`config.mk`:
```
export PLATFORM = sky130hd
export DESIGN_NAME = dp_vec_streamer_flat
export DESIGN_NICKNAME = d
export VERILOG_FILES = /design/src/rtl/dp_vec_streamer_if.sv /design/src/rtl/dp_vec_streamer.sv /design/src/flat_wrapper.sv
export SDC_FILE = /design/constraint.sdc
export NUM_CORES = 1
export LEC_CHECK = 0
export ABC_AREA = 1
export BUFFER_PORTS_ARGS = -buffer_cell sky130_fd_sc_hd__buf_2
export CAP_MARGIN = 25
export CORE_AREA = 3 3 147 149
export DETAILED_ROUTE_END_ITERATION = 10
export DIE_AREA = 0 0 150 152
export PLACE_DENSITY = 0.4
export RECOVER_POWER = 50
export SKIP_LAST_GASP = 1
export SLEW_MARGIN = 30
export SYNTH_ARGS = -nofsm -noshare
export SYNTH_HDL_FRONTEND = slang
export SYNTH_SLANG_ARGS = --single-unit
```
`constraint.sdc`:
```
create_clock -name clk -period 4.53 [get_ports clk]
set_clock_uncertainty 0.2 [all_clocks]
set_input_delay 0.2265 -clock clk [delete_from_list [all_inputs] [get_ports clk]]
set_output_delay 0.2265 -clock clk [all_outputs]
set_load 0.01 [all_outputs]
```
`src/rtl/dp_vec_streamer_if.sv`:
```
// Output stream of the operand streamer: one NUM_CH-wide element tuple per
// transfer, tagged with its run index and vector/run end markers.
interface dp_vec_streamer_if #(
  parameter int DATA_WIDTH = 8,
  parameter int ADDR_WIDTH = 5,
  parameter int NUM_CH     = 2
);
  // A transfer completes on a rising clk edge where out_valid and out_ready are
  // both 1. Once out_valid is raised, it and all payload fields (out_data,
  // out_idx, out_vec_last, out_last) hold until that edge. out_valid never
  // depends combinationally on out_ready.
  logic                         out_valid;
  logic                         out_ready;
  logic [NUM_CH*DATA_WIDTH-1:0] out_data;
  logic [ADDR_WIDTH:0]          out_idx;
  logic                         out_vec_last;
  logic                         out_last;

  modport master (
    output out_valid, out_data, out_idx, out_vec_last, out_last,
    input  out_ready
  );

  modport slave (
    input  out_valid, out_data, out_idx, out_vec_last, out_last,
    output out_ready
  );
endinterface

```
`src/rtl/dp_vec_streamer.sv`:
```
// Multi-channel operand streamer: credit-limited lock-step reads from NUM_CH
// memories, latency absorbed by a small FIFO, valid/ready output with markers.
module dp_vec_streamer #(
  parameter int DATA_WIDTH   = 8,
  parameter int ADDR_WIDTH   = 5,
  parameter int NUM_CH       = 2,
  parameter int VECTOR_WIDTH = 4,
  parameter int RD_LATENCY   = 1
) (
  input  logic                         clk,
  input  logic                         rst_n,
  input  logic                         start,
  input  logic [ADDR_WIDTH-1:0]        base_addr,
  input  logic [ADDR_WIDTH:0]          length,
  input  logic                         abort,
  output logic                         busy,
  output logic                         done,
  output logic                         rd_en,
  output logic [ADDR_WIDTH-1:0]        rd_addr,
  input  logic [NUM_CH*DATA_WIDTH-1:0] rd_data,
  output logic [1:0]                   dbg_state,
  dp_vec_streamer_if.master            out_if
);
  localparam int DW         = NUM_CH * DATA_WIDTH;
  localparam int FIFO_DEPTH = RD_LATENCY + 2;
  localparam int PW         = $clog2(FIFO_DEPTH);
  localparam int CW         = $clog2(FIFO_DEPTH + 1);
  localparam int VW         = (VECTOR_WIDTH > 1) ? $clog2(VECTOR_WIDTH) : 1;

  localparam logic [PW-1:0]       LAST_PTR = PW'(FIFO_DEPTH - 1);
  localparam logic [CW:0]         DEPTH_C  = (CW+1)'(FIFO_DEPTH);
  localparam logic [VW-1:0]       VEC_END  = VW'(VECTOR_WIDTH - 1);
  localparam logic [ADDR_WIDTH:0] ONE_L    = (ADDR_WIDTH+1)'(1);

  typedef enum logic [1:0] {
    S_IDLE  = 2'd0,
    S_RUN   = 2'd1,
    S_DRAIN = 2'd2,
    S_DONE  = 2'd3
  } state_t;

  state_t                r_state, w_next;
  logic [ADDR_WIDTH-1:0] r_base;
  logic [ADDR_WIDTH:0]   r_len, r_issue_cnt, r_out_idx;
  logic [VW-1:0]         r_vec_cnt;
  logic [RD_LATENCY-1:0] r_sr, w_sr_next;
  logic [CW-1:0]         r_in_flight, r_fifo_cnt;
  logic [PW-1:0]         r_wr_ptr, r_rd_ptr;
  logic [DW-1:0]         r_mem [2**PW];

  logic w_start_acc, w_flush, w_credit_ok, w_issue, w_last_issue;
  logic w_push, w_pop, w_out_valid, w_out_last;

  assign w_start_acc  = start && !abort && (r_state == S_IDLE);
  assign w_flush      = abort && (r_state != S_IDLE);
  // Credits cover both reads still in the memory pipe and data parked in the
  // FIFO, so every returning word always has a free slot.
  assign w_credit_ok  = ({1'b0, r_in_flight} + {1'b0, r_fifo_cnt}) < DEPTH_C;
  assign w_issue      = (r_state == S_RUN) && w_credit_ok;
  assign w_last_issue = w_issue && (r_issue_cnt == r_len - ONE_L);
  assign w_push       = r_sr[RD_LATENCY-1];
  assign w_out_valid  = (r_fifo_cnt != '0);
  assign w_pop        = w_out_valid && out_if.out_ready;
  assign w_out_last   = w_out_valid && (r_out_idx == r_len - ONE_L);

  always_comb begin
    w_next = r_state;
    busy   = 1'b0;
    done   = 1'b0;
    case (r_state)
      S_IDLE: begin
        if (w_start_acc) w_next = (length == '0) ? S_DONE : S_RUN;
      end
      S_RUN: begin
        busy = 1'b1;
        if (w_last_issue) w_next = S_DRAIN;
      end
      S_DRAIN: begin
        busy = 1'b1;
        if (w_pop && w_out_last) w_next = S_DONE;
      end
      S_DONE: begin
        busy   = 1'b1;
        done   = 1'b1;
        w_next = S_IDLE;
      end
      default: w_next = S_IDLE;
    endcase
    if (w_flush) w_next = S_IDLE;
  end

  always_ff @(posedge clk or negedge rst_n) begin
    if (!rst_n) r_state <= S_IDLE;
    else        r_state <= w_next;
  end

  always_ff @(posedge clk or negedge rst_n) begin
    if (!rst_n) begin
      r_base      <= '0;
      r_len       <= '0;
      r_issue_cnt <= '0;
    end else if (w_start_acc) begin
      r_base      <= base_addr;
      r_len       <= length;
      r_issue_cnt <= '0;
    end else if (w_issue) begin
      r_issue_cnt <= r_issue_cnt + ONE_L;
    end
  end

  always_ff @(posedge clk or negedge rst_n) begin
    if (!rst_n) begin
      r_out_idx <= '0;
      r_vec_cnt <= '0;
    end else if (w_start_acc) begin
      r_out_idx <= '0;
      r_vec_cnt <= '0;
    end else if (w_pop) begin
      r_out_idx <= r_out_idx + ONE_L;
      r_vec_cnt <= (r_vec_cnt == VEC_END) ? '0 : r_vec_cnt + VW'(1);
    end
  end

  always_comb begin
    w_sr_next    = '0;
    w_sr_next[0] = w_issue;
    for (int i = 1; i < RD_LATENCY; i++) w_sr_next[i] = r_sr[i-1];
  end

  // Clearing the pipe on abort drops any words that are still on their way back.
  always_ff @(posedge clk or negedge rst_n) begin
    if (!rst_n) begin
      r_sr        <= '0;
      r_in_flight <= '0;
    end else if (w_flush) begin
      r_sr        <= '0;
      r_in_flight <= '0;
    end else begin
      r_sr        <= w_sr_next;
      r_in_flight <= r_in_flight + CW'(w_issue) - CW'(w_push);
    end
  end

  always_ff @(posedge clk or negedge rst_n) begin
    if (!rst_n) begin
      r_wr_ptr   <= '0;
      r_rd_ptr   <= '0;
      r_fifo_cnt <= '0;
    end else if (w_flush) begin
      r_wr_ptr   <= '0;
      r_rd_ptr   <= '0;
      r_fifo_cnt <= '0;
    end else begin
      if (w_push) r_wr_ptr <= (r_wr_ptr == LAST_PTR) ? '0 : r_wr_ptr + PW'(1);
      if (w_pop)  r_rd_ptr <= (r_rd_ptr == LAST_PTR) ? '0 : r_rd_ptr + PW'(1);
      r_fifo_cnt <= r_fifo_cnt + CW'(w_push) - CW'(w_pop);
    end
  end

  always_ff @(posedge clk or negedge rst_n) begin
    if (!rst_n) begin
      for (int i = 0; i < 2**PW; i++) r_mem[i] <= '0;
    end else if (w_push) begin
      r_mem[r_wr_ptr] <= rd_data;
    end
  end

  assign rd_en     = w_issue;
  assign rd_addr   = r_base + r_issue_cnt[ADDR_WIDTH-1:0];
  assign dbg_state = r_state;

  assign out_if.out_valid    = w_out_valid;
  assign out_if.out_data     = w_out_valid ? r_mem[r_rd_ptr] : '0;
  assign out_if.out_idx      = r_out_idx;
  assign out_if.out_last     = w_out_last;
  assign out_if.out_vec_last = w_out_last || (w_out_valid && (r_vec_cnt == VEC_END));
endmodule

```
`src/flat_wrapper.sv`:
```
// flat-port wrapper written by rule: the top's interface ports become plain ports
module dp_vec_streamer_flat 
#(
  parameter int DATA_WIDTH   = 8,
  parameter int ADDR_WIDTH   = 5,
  parameter int NUM_CH       = 2,
  parameter int VECTOR_WIDTH = 4,
  parameter int RD_LATENCY   = 1
)
  (clk, rst_n, start, base_addr, length, abort, busy, done, rd_en, rd_addr, rd_data, dbg_state, out_if_out_valid, out_if_out_data, out_if_out_idx, out_if_out_vec_last, out_if_out_last, out_if_out_ready);
  dp_vec_streamer_if #(.DATA_WIDTH(DATA_WIDTH), .ADDR_WIDTH(ADDR_WIDTH), .NUM_CH(NUM_CH)) out_if_i ();
  input  logic clk;
  input  logic rst_n;
  input  logic start;
  input  logic [ADDR_WIDTH-1:0] base_addr;
  input  logic [ADDR_WIDTH:0] length;
  input  logic abort;
  output logic busy;
  output logic done;
  output logic rd_en;
  output logic [ADDR_WIDTH-1:0] rd_addr;
  input  logic [NUM_CH*DATA_WIDTH-1:0] rd_data;
  output logic [1:0] dbg_state;
  output wire logic [$bits(out_if_i.out_valid)-1:0] out_if_out_valid;
  output wire logic [$bits(out_if_i.out_data)-1:0] out_if_out_data;
  output wire logic [$bits(out_if_i.out_idx)-1:0] out_if_out_idx;
  output wire logic [$bits(out_if_i.out_vec_last)-1:0] out_if_out_vec_last;
  output wire logic [$bits(out_if_i.out_last)-1:0] out_if_out_last;
  input wire logic [$bits(out_if_i.out_ready)-1:0] out_if_out_ready;
  assign out_if_out_valid = out_if_i.out_valid;
  assign out_if_out_data = out_if_i.out_data;
  assign out_if_out_idx = out_if_i.out_idx;
  assign out_if_out_vec_last = out_if_i.out_vec_last;
  assign out_if_out_last = out_if_i.out_last;
  assign out_if_i.out_ready = out_if_out_ready;
  dp_vec_streamer #(.DATA_WIDTH(DATA_WIDTH), .ADDR_WIDTH(ADDR_WIDTH), .NUM_CH(NUM_CH), .VECTOR_WIDTH(VECTOR_WIDTH), .RD_LATENCY(RD_LATENCY)) u_core (.clk(clk), .rst_n(rst_n), .start(start), .base_addr(base_addr), .length(length), .abort(abort), .busy(busy), .done(done), .rd_en(rd_en), .rd_addr(rd_addr), .rd_data(rd_data), .dbg_state(dbg_state), .out_if(out_if_i));
endmodule
```
Word-level counts from Yosys, hierarchy flattened. Cells that the tools add are included.

Bits in registers: 100. Output and inout port bits: 35. Word-level logic and storage cells: 97.

$add $sub $neg: 12. $lt $le $gt $ge: 4. Eq/ne operators: 11. Muxes and demuxes: 31. Bitwise logic cells: 2. Reduce and logical (&&, ||, !) cells: 22.

Operator list (number): $bwmux W64 (1); $mux W16 (4); $bmux W16 S2 (1); $demux W16 S2 (1); $mux W2 (16); $mux W6 (4); $add A6 B1 Y6 const B (2); $eq A6 B6 Y1 (2); $reduce_bool A2 Y1 (6); $eq A2 B2 Y1 const B (5); $logic_and A1 B1 Y1 (10); $ne A3 B1 Y1 const B (3); $pmux W2 S4 (1); $add A2 B1 Y2 const B (3); $ge A3 B3 Y1 const B (2); $logic_not A6 Y1 (1); $not A2 Y3 (2); $sub A6 B1 Y6 const B (1); $add A5 B5 Y5 (1); $add A2 B1 Y2 (2); $sub A2 B1 Y2 (2); $add A2 B2 Y3 (1); $lt A3 B1 Y1 const B (1); $lt A3 B2 Y1 const B (1); 7 further kinds (9).

Longest topological paths before layout.
Word-level depth: 7. Depth in mapped cells: 14. Gate-level depth less buffers: 14.

Worst setup path before layout. No wires, ideal clock.

Path type: reg2reg. Start point: reg u_core.r_fifo_cnt[0]. End point: reg u_core.r_in_flight[1]. Setup time: 0.135 ns. Arrival: 1.962 ns. Required time: 4.195 ns. Path slack: 2.233 ns. Stages on the path, launching flop included: 11. Period minus slack after synthesis: 2.297 ns. Path through: dfrtp_1 ha_1 fa_1 nand2_1 nand2_1 buf_2 ha_1 inv_1 ha_1 xor2_1 nor2_1.

Cells in the longest elaborated chain, start to end: 6.

RTL lines: from (decl) (RTL line dp_vec_streamer.sv:47) `logic [CW-1:0] r_in_flight, r_fifo_cnt;`; from (signal assigned) (RTL line dp_vec_streamer.sv:156) `r_fifo_cnt <= r_fifo_cnt + CW'(w_push) - CW'(w_pop);`; $add A2 B2 Y3 (RTL line dp_vec_streamer.sv:58) `assign w_credit_ok = ({1'b0, r_in_flight} + {1'b0, r_fifo_cnt}) < DEPTH_C;`; $lt A3 B2 Y1 (RTL line dp_vec_streamer.sv:58); $logic_and A1 B1 Y1 (RTL line dp_vec_streamer.sv:59) `assign w_issue = (r_state == S_RUN) && w_credit_ok;`; $add A2 B1 Y2 (RTL line dp_vec_streamer.sv:140) `r_in_flight <= r_in_flight + CW'(w_issue) - CW'(w_push);`; $sub A2 B1 Y2 (RTL line dp_vec_streamer.sv:140); $mux W2 (RTL line dp_vec_streamer.sv:135) `end else if (w_flush) begin`; to (signal assigned) (RTL line dp_vec_streamer.sv:140); to (decl) (RTL line dp_vec_streamer.sv:47).

No other way between the ends. A chain may end at the register's enable or synchronous reset.

Final worst setup path.
Start point: reg u_core.r_rd_ptr[0]. End point: out out_if_out_data[8].

Cells in the longest elaborated chain, start to end: 5.

RTL lines: from (decl) (RTL line dp_vec_streamer.sv:48) `logic [PW-1:0] r_wr_ptr, r_rd_ptr;`; from (signal assigned) (RTL line dp_vec_streamer.sv:155) `if (w_pop) r_rd_ptr <= (r_rd_ptr == LAST_PTR) ? '0 : r_rd_ptr + PW'(1);`; $not A2 Y3 (not written as such) (RTL line dp_vec_streamer.sv:173) `assign out_if.out_data = w_out_valid ? r_mem[r_rd_ptr] : '0;`; $bmux W16 S2 (RTL line dp_vec_streamer.sv:173); $mux W16 (not written as such) (2 in series) (RTL line dp_vec_streamer.sv:173); $mux W16 (RTL line dp_vec_streamer.sv:173); to (decl) (RTL line flat_wrapper.sv:25) `output wire logic [$bits(out_if_i.out_data)-1:0] out_if_out_data;`.

No other way between the ends. The select of a mux whose other input is x is not followed.

==> flow_summary.yaml <==
outcome:
  outcome: "complete, but fails checks"
  violations: "hold timing"
critical_path:
  cp.arrival_ns: 2.66
  rr_startpoint: "u_core.r_fifo_cnt[0]$_DFF_PN0_"
  cp.buffers_inverters: 2
  setup.worst_path.start: "u_core.r_rd_ptr[0]$_DFFE_PN0P_"
  setup.worst_path.class: "register to output port"
  path_delay_family: "simple AND/OR/NAND/NOR gates"
  critPathRequiredTime_ns: 4.10
  cp-endpoint: "out_if_out_data[8]"
  rr_worst_depth: 9
  r2r_end: "u_core.r_in_flight[1]$_DFF_PN0_"
  timing.reg2reg.setup_slack_ns: 1.97
  critPathLaunchType: "register"
  cp.depth: 5
  crit_slowest_cell: "nor2_2"
  slowest_delay_ns: 0.78
  endpoint_kind: "output port"
  critPathMaxFanout: 18
  path_cells: "inv_2 -> nor2_2 -> nand2_1 -> a31oi_1 -> buf_2"
layout:
  final_area_um2: 6180
  antenna_cells: 0
  fillCellCount: 2194
  drive_gt1_share_pct: 13.3
  final_cell_mix: "nand2_1, dfrtp_1, o21ai_0, inv_1, buf_2"
  layout_commonest_cell: "nand2_1"
  syn_to_final_growth_pct: 22.5
  nets: 763
  fin_cells: 986
  utilization_pct: 30.4
clocking:
  cts_buffers: 9
  cts_tree: "built"
  clkTransAtPathRegs_ns: 0.08
  cts_resized: 0
  clock_sinks: 100
  clockBufferDepth: 2
  ctsHtreeMaxLevel: 3
  clock_latency_ns: 0.35
  cts_root_buf: "clkbuf_16"
timing:
  fin_hold_ws_ns: -0.00151
  grt_setup_unrepaired: "false"
  relSlewSlack_pct: 1.09
  setup_tns_ns: 0
  hold_viol: 1
  max_freq_ghz: 0.324
  min_period_ns: 3.09
  tightest_slew_ns: 1.48
  slew_violations: 0
  period_share_pct: 68.1
  setup-violations-final: 0
worst_hold_path:
  holdCritPathClass: "input port to register"
  holdPathStages: 3
power:
  cellPowerDensity_nw_per_um2: 702
  p_clk_share_pct: 18.0
  ir_drop_v: 0.000197
  power_frac_comb_pct: 45.3
  power.total_uw: 4330
  p_sw_uw: 1910
  swShare_pct: 44.1
  intPower_uw: 2420
  seqPwrFrac_pct: 36.7
  p_leak_uw: 0.00308
logic_synthesis:
  syn_inst: 629
  avgSynthCellArea_um2: 8.02
  netlist-cell-type-count: 29
  syn_area_um2: 5040
  syn-num-nets: 681
  yosysWarnings: 0
  seq_area_frac_synth_pct: 49.6
  synth_seq_cells: 100
detailed_routing:
  drtIter0Drc: 228
  drc: 0
  avgRoutedWirePerCell_um: 13.9
  routed_via_density: 4.40
  antenna_left: 0
  firstDrtPassIters: 5
  drt_wl_total_mm: 13.7
  routed-via-count: 4340
die:
  ios: 67
  core_um2: 20300
  dieArea_um2: 22800
  placementRows: 52
  initial_core_util_pct: 24.8
  fp.dieW_um: 150
  die_y_um: 152
global_route:
  gr-total-overflow: 0
  antenna_found_initial: 0
  grt_max_degree: 65
  grt_first_pass_wirelength_mm: 22.4
  grt_util_all_layers_pct: 12.4
  grt_pass1_vias: 4298
placement:
  hpwl_mm: 9.53
  dp.cells: 946
  portBuffers: 66
  gp_congestion: 0.787
  postPlaceCellArea_um2: 5670
flow_run:
  drv_cap: 0
worst min path at each step:
| stage | from | endpoint | slack [ns] |
|---|---|---|---|
| after global placement | rst_n | u_core.r_base[4]$_DFFE_PN0P_ | 0.20 |
| after CTS | length[0] | u_core.r_len[0]$_DFFE_PN0P_ | 0.003 |
| after floorplan | rst_n | u_core.dbg_state[0]$_DFFE_PN0P_ | -0.27 |
| final | rd_data[11] | u_core.r_mem[43]$_DFFE_PN0P_ | -0.002 |
| after detailed placement | rst_n | u_core.r_base[4]$_DFFE_PN0P_ | 0.21 |
| after global routing | rd_data[15] | u_core.r_mem[63]$_DFFE_PN0P_ | 0.03 |
area by class of cell:
| cell class | count | area (um2) | share of cell area (%) |
|---|---|---|---|
| sequential | 100 | 2500 | 40.5 |
| multi-input combinational | 440 | 2180 | 35.4 |
| timing repair buffer | 95 | 594 | 9.62 |
| tap | 270 | 338 | 5.47 |
| inverter | 65 | 258 | 4.17 |
| clock buffer | 9 | 225 | 3.65 |
| clock inverter | 7 | 73.8 | 1.20 |
sequential cells by signal, indices dropped and copies added (netlist names), 2 cells and up:
name / cells
u_core.r_issue_cnt: 6
u_core.r_rd_ptr: 2
u_core.r_in_flight: 2
u_core.out_if.out_idx: 6
u_core.dbg_state: 2
u_core.r_wr_ptr: 2
u_core.r_mem: 64
u_core.r_vec_cnt: 2
u_core.r_base: 5
u_core.r_fifo_cnt: 2
u_core.r_len: 6
power by group through the flow:
stage,logic (uW),clock network (uW),registers [uW]
after floorplan,1390,0,1520
after global placement,1960,0,1600
after detailed placement,2010,0,1610
after CTS,2030,818,1590
after global routing,2270,859,1650
final,1960,781,1590
routing by layer:
layer	global-route usage, %	up-vias	part of all wire, %
met4	2.70	0	0.94
met1	15.6	2054	45
met3	3.25	10	4.3
li1	-	2197	-
met5	0	-	0
met2	21.3	79	50
kinds of logic (layout without fill, tap and decap cells):
family	Yosys count	after routing	share of synthesized area, %
buffers and inverters	89	176	7.00
XOR/XNOR	8	8	1.39
AO/OA/AOI/OAI	132	132	13.7
AND/OR/NAND/NOR	280	280	23.0
adder cells (fa/ha/maj)	20	20	5.26
flip-flops	100	100	49.6
repair_timing:
action                    CTS  global route
hold buffers               24             0
hold endpoints to repair  115             0
setup buffers               0             0
through the flow:
stage / setup WS [ns] / hold slack, ns
finish: 1.44 / -0.00151
global route: 1.15 / 0.0318
CTS: 1.31 / 0.00338
detailed placement: 1.71 / 0.208
global placement: 1.79 / 0.199
floorplan: 2.23 / -0.269
worst reg2reg max path, stage by stage (launching register included):
cell	delay, ns
dfrtp_1	0.41
ha_1	0.22
fa_1	0.43
nand2_1	0.07
nand2_1	0.28
ha_1	0.41
inv_1	0.04
ha_1	0.19
xor2_1	0.14
nor2_1	0.05
synthesized netlist by cell type (all sizes together):
master,n,share of area (%)
inv,63,4.7
xnor2,3,0.52
nand2,178,13
nor2,57,4.5
bufinv,1,0.35
o41ai,1,0.17
nor3,4,0.40
clkinv,1,0.074
xor2,5,0.87
clkbuf,19,1.4
nand4,4,0.50
buf,5,0.47
nand3,35,3.8
a21oi,11,1.1
a31oi,17,2.1
dfrtp,100,50
ha,18,4.5
o21ai,101,10
fa,2,0.79
nor4,2,0.37
a211oi,1,0.15
o211a,1,0.20
No activity file was read; power rests on OpenSTA's default activity.
